--- src/rtl/serial_adder.sv ---
// Bit-serial adder: one operand bit per cycle through a half-adder pair slice,
// wrapped in a valid/ready handshake on both the operand and the result side.

// Half adder: the building block of the per-bit slice.
module ha (
  input  logic a_i,
  input  logic b_i,
  output logic s_o,
  output logic c_o
);
  assign s_o = a_i ^ b_i;
  assign c_o = a_i & b_i;
endmodule

// Serial adder top.
module serial_adder #(
  parameter int WIDTH = 8
) (
  input  logic             clk,
  input  logic             rst,
  input  logic             in_valid,
  output logic             in_ready,
  input  logic [WIDTH-1:0] a,
  input  logic [WIDTH-1:0] b,
  input  logic             cin,
  output logic             out_valid,
  input  logic             out_ready,
  output logic [WIDTH-1:0] sum,
  output logic             cout
);

  // A 1-bit counter still indexes both bits when WIDTH is 2.
  localparam int CW = (WIDTH > 1) ? $clog2(WIDTH) : 1;
  localparam logic [CW-1:0] CNT_LAST = CW'(WIDTH - 1);

  typedef enum logic [1:0] {
    IDLE = 2'd0,
    RUN  = 2'd1,
    DONE = 2'd2
  } state_e;

  state_e           state_q, state_d;
  logic [WIDTH-1:0] a_q, a_d;
  logic [WIDTH-1:0] b_q, b_d;
  logic [WIDTH-1:0] sum_q, sum_d;
  logic             carry_q, carry_d;
  logic [CW-1:0]    cnt_q, cnt_d;

  // Per-bit slice: two half adders plus an OR for the carry.
  logic ha0_s, ha0_c, ha1_c;
  logic bit_sum, bit_carry;

  ha u_ha0 (
    .a_i (a_q[0]),
    .b_i (b_q[0]),
    .s_o (ha0_s),
    .c_o (ha0_c)
  );

  ha u_ha1 (
    .a_i (ha0_s),
    .b_i (carry_q),
    .s_o (bit_sum),
    .c_o (ha1_c)
  );

  assign bit_carry = ha0_c | ha1_c;

  // Next-state and handshake decode; an accept in IDLE or DONE loads operands.
  always_comb begin
    state_d   = state_q;
    a_d       = a_q;
    b_d       = b_q;
    sum_d     = sum_q;
    carry_d   = carry_q;
    cnt_d     = cnt_q;
    in_ready  = 1'b0;
    out_valid = 1'b0;

    unique case (state_q)
      IDLE: begin
        in_ready = 1'b1;
      end
      RUN: begin
        a_d     = a_q >> 1;
        b_d     = b_q >> 1;
        sum_d   = {bit_sum, sum_q[WIDTH-1:1]};
        carry_d = bit_carry;
        if (cnt_q == CNT_LAST) begin
          // Hold the counter on the last bit so it never wraps.
          state_d = DONE;
        end else begin
          cnt_d = cnt_q + CW'(1);
        end
      end
      DONE: begin
        out_valid = 1'b1;
        // Result retires and new operands may enter on the same edge.
        in_ready  = out_ready;
        if (out_ready && !in_valid) state_d = IDLE;
      end
      default: begin
        state_d = IDLE;
      end
    endcase

    if (in_valid && in_ready) begin
      a_d     = a;
      b_d     = b;
      carry_d = cin;
      sum_d   = '0;
      cnt_d   = '0;
      state_d = RUN;
    end
  end

  // State and datapath registers; reset wins over any handshake.
  always_ff @(posedge clk) begin
    if (rst) begin
      state_q <= IDLE;
      a_q     <= '0;
      b_q     <= '0;
      sum_q   <= '0;
      carry_q <= 1'b0;
      cnt_q   <= '0;
    end else begin
      state_q <= state_d;
      a_q     <= a_d;
      b_q     <= b_d;
      sum_q   <= sum_d;
      carry_q <= carry_d;
      cnt_q   <= cnt_d;
    end
  end

  assign sum  = sum_q;
  assign cout = carry_q;

endmodule

--- config.mk ---
export PLATFORM = sky130hd
export DESIGN_NAME = serial_adder
export DESIGN_NICKNAME = d
export VERILOG_FILES = /design/src/rtl/serial_adder.sv
export SDC_FILE = /design/constraint.sdc
export NUM_CORES = 1
export LEC_CHECK = 0
export ABC_CLOCK_PERIOD_IN_PS = 1600
export CORE_AREA = 2 2 57 59
export DETAILED_ROUTE_END_ITERATION = 10
export DIE_AREA = 0 0 59 61
export PLACE_DENSITY = 0.78
export SLEW_MARGIN = 5
export SYNTH_ARGS = -nofsm -noshare
export SYNTH_HDL_FRONTEND = slang
export SYNTH_SLANG_ARGS = --single-unit
--- constraint.sdc ---
create_clock -name clk -period 1.6 [get_ports clk]
set_input_delay 0.16 -clock clk [delete_from_list [all_inputs] [get_ports clk]]
set_output_delay 0.16 -clock clk [all_outputs]
set_load 0.05 [all_outputs]
==> results.sh <==
export IMPL_outcome="finished clean"
export IMPL_finalMaxSlewViolations=0
export IMPL_rsz0062_at_grt="false"
export IMPL_post_cts_setup_buffers=0
export IMPL_cp_slowest_stage_delay_ns=0.38
export IMPL_ys_ff_latch=30
export IMPL_ys_types=23
export IMPL_power_density_nw_per_um2=853.6
export IMPL_cts_htree_levels=2
export IMPL_period_share_pct=93.03
export IMPL_cts_root_buf="clkbuf_4"
export IMPL_setup_viol=0
export IMPL_drive_gt1_share_pct=21.24
export IMPL_grt_max_degree=20
export IMPL_cap_violations=0
export IMPL_die_area_um2=3599
export IMPL_setup_tns_final_ns=0
export IMPL_synth_area_um2=1415
export IMPL_syn_to_final_growth_pct=25.46
export IMPL_clkTransAtPathRegs_ns=0.09
export IMPL_dr_first_iter_drc_count=38
export IMPL_syn_avg_cell_area_um2=8.844
export IMPL_p_leak_nw=0.6447
export IMPL_finalCriticalPeriod_ns=1.488
export IMPL_core_um2=2953
export IMPL_drtAntennaViolNets=0
export IMPL_dp_cells=219
export IMPL_grt_usage_pct=19.11
export IMPL_final_cells=226
export IMPL_drt_pass1_iter_count=4
export IMPL_fill_cells=271
export IMPL_timing_hold_ws_ns=0.4116
export IMPL_grt_pass1_vias=1158
export IMPL_num_io_pins=32
export IMPL_place_gp_congestion=0.7431
export IMPL_irDropWorstVdd_mv=0.4649
export IMPL_clkSinkCount=30
export IMPL_rows=20
export IMPL_numPortBuffers=31
export IMPL_ys_seq_area_share_pct=42.44
export IMPL_cts_buffer_depth=2
export IMPL_dp_hpwl_mm=2.221
export IMPL_syn_nets=184
export IMPL_setup_ws_ns=0.1115
export IMPL_syn_instance_count=160
export IMPL_nets=217
export IMPL_fin_worst_skew_ns=0.005644
export IMPL_vias=1239
export IMPL_grt_overflow_total=0
export IMPL_drc_errors=0
export IMPL_critPathMaxFanout=18
export IMPL_yosys_top_cells_area="dfxtp_1, nand2_1, a311oi_2"
export IMPL_cp_arrival_ns=1.33
export IMPL_synth_top_cell_by_area="dfxtp_1"
export IMPL_worstSetupPathType="register to primary output"
export IMPL_grt_pass1_wl_mm=5.064
export IMPL_antenna_found_initial=0
export IMPL_fmax_ghz=0.6718
export IMPL_cts_tree="done"
export IMPL_routed_wirelength_mm=3.118
export IMPL_crit_required_ns=1.44
export IMPL_start_kind="register"
export IMPL_hold_viol_final=0
export IMPL_worstPathCellList="nor2b_1 -> buf_6 -> nor2_1 -> buf_4"
export IMPL_ys_warn_count=0
export IMPL_final_util_pct=60.13
export IMPL_clock_latency_ns=0.32
export IMPL_drt_vias_per_instance=5.482
export IMPL_critPathCaptureType="primary output"
export IMPL_hold_path_class="input pin to register"
export IMPL_pre_cts_ws_ns=0.03688
export IMPL_synth_top_area_share_pct=42.44
export IMPL_hold_buffers=0
export IMPL_die_w_um=59
export IMPL_routedWlPerCell_um=13.80
export IMPL_tightest_slew_ns=0.4165
export IMPL_max_slew_margin_pct=72.14
export IMPL_numCtsBuffers=5
export IMPL_die_y_um=61
export IMPL_start_util_pct=47.92
export IMPL_antenna_cells=0
export IMPL_slowest_stage="dfxtp_2"
synthesized netlist by cell type:
master and n:
ha_1 2, nor3b_2 1, xnor2_1 1, a21o_1 1
a311oi_2 11, nor2b_1 3, nor2_1 4, buf_4 7
buf_6 3, nand2b_1 3, a311oi_1 4, fa_1 1
nand3_1 2, buf_2 4, a2bb2oi_1 1, nor2b_2 1
a21oi_1 13, nor3_1 15, dfxtp_1 30, nand2_1 47
o21ai_0 2, o211ai_1 2, nand2_2 2
cells in the final DEF (no fill, tap or decap), types with 2 or more instances in the layout:
| master | count |
|---|---|
| nor3_1 | 15 |
| buf_12 | 2 |
| nand2_1 | 47 |
| nor2b_1 | 3 |
| a21oi_1 | 13 |
| clkbuf_1 | 2 |
| o211ai_1 | 2 |
| ha_1 | 2 |
| nand3_1 | 2 |
| clkdlybuf4s50_1 | 20 |
| clkbuf_4 | 5 |
| nand2b_1 | 3 |
| nor2_1 | 4 |
| nand2_2 | 2 |
| o21ai_0 | 2 |
| dfxtp_1 | 29 |
| a311oi_1 | 4 |
| a311oi_2 | 11 |
| buf_4 | 17 |
cells by family (layout without fill, tap and decap cells):
logic type	after synthesis	in the layout	synth area share [%]
flops	30	30	42.44
xor+xnor	1	1	0.6190
fa+ha+maj	3	3	3.183
simple gates	78	78	24.58
buf+inv	14	47	7.515
compound gates	34	34	21.66
what timing repair did:
action,4_1_cts,5_1_grt
hold endpoints to repair,0,0
gates resized for setup,0,2
setup endpoints to repair,0,1
worst paths after layout:
| kind | startpoint | end | slack, ns | cells past startpoint |
|---|---|---|---|---|
| worst min register to register | sum[0] | sum[0] | 0.46 | 2 |
| worst min-delay path | b[7] | b_q[7] | 0.41 | 3 |
| worst max register to register | cnt_q[0] | cnt_q[0] | 0.17 | 5 |
| worst max-delay path | state_q[1] | in_ready | 0.11 | 4 |
critical path, delay by kind of cell (launching register included):
kind          cells  cell delay, ns
flops             1            0.38
simple gates      2            0.24
buf+inv           2            0.39
layer usage:
| metal | GRT usage, % | vias up | share of wire [%] |
|---|---|---|---|
| met1 | 21.11 | 579 | 43 |
| met2 | 34.29 | 32 | 49 |
| met5 | 0 | - | 0 |
| li1 | - | 623 | - |
| met3 | 5.757 | 5 | 5.7 |
| met4 | 7.792 | 0 | 1.4 |
area by class of cell:
cell class                      instances  area (um2)  area share, %
Timing Repair Buffer                   40       379.1          21.35
Clock buffer                            7       45.04          2.537
Sequential cell                        30       601.8          33.90
Multi-Input combinational cell        116       708.2          39.89
Tap cell                               33       41.29          2.326
power breakdown:
group | internal (W) | switching [W]
Sequential | 0.000790 | 0.0000284
Combinational | 0.000135 | 0.000155
Clock | 0.000165 | 0.000242
state kept, by name, indices dropped and copies added (netlist names):
name / count
a_q: 8
b_q: 8
cnt_q: 3
cout: 1
state_q: 2
sum: 8
stage by stage:
step	total power [W]	area (um2)
2_1_floorplan	0.001029	1415
3_3_place_gp	0.001113	1725
3_5_place_dp	0.001124	1725
4_1_cts	0.001525	1770
5_1_grt	0.001580	1775
6_report	0.001515	1775
(Power assumes the default switching activity.)
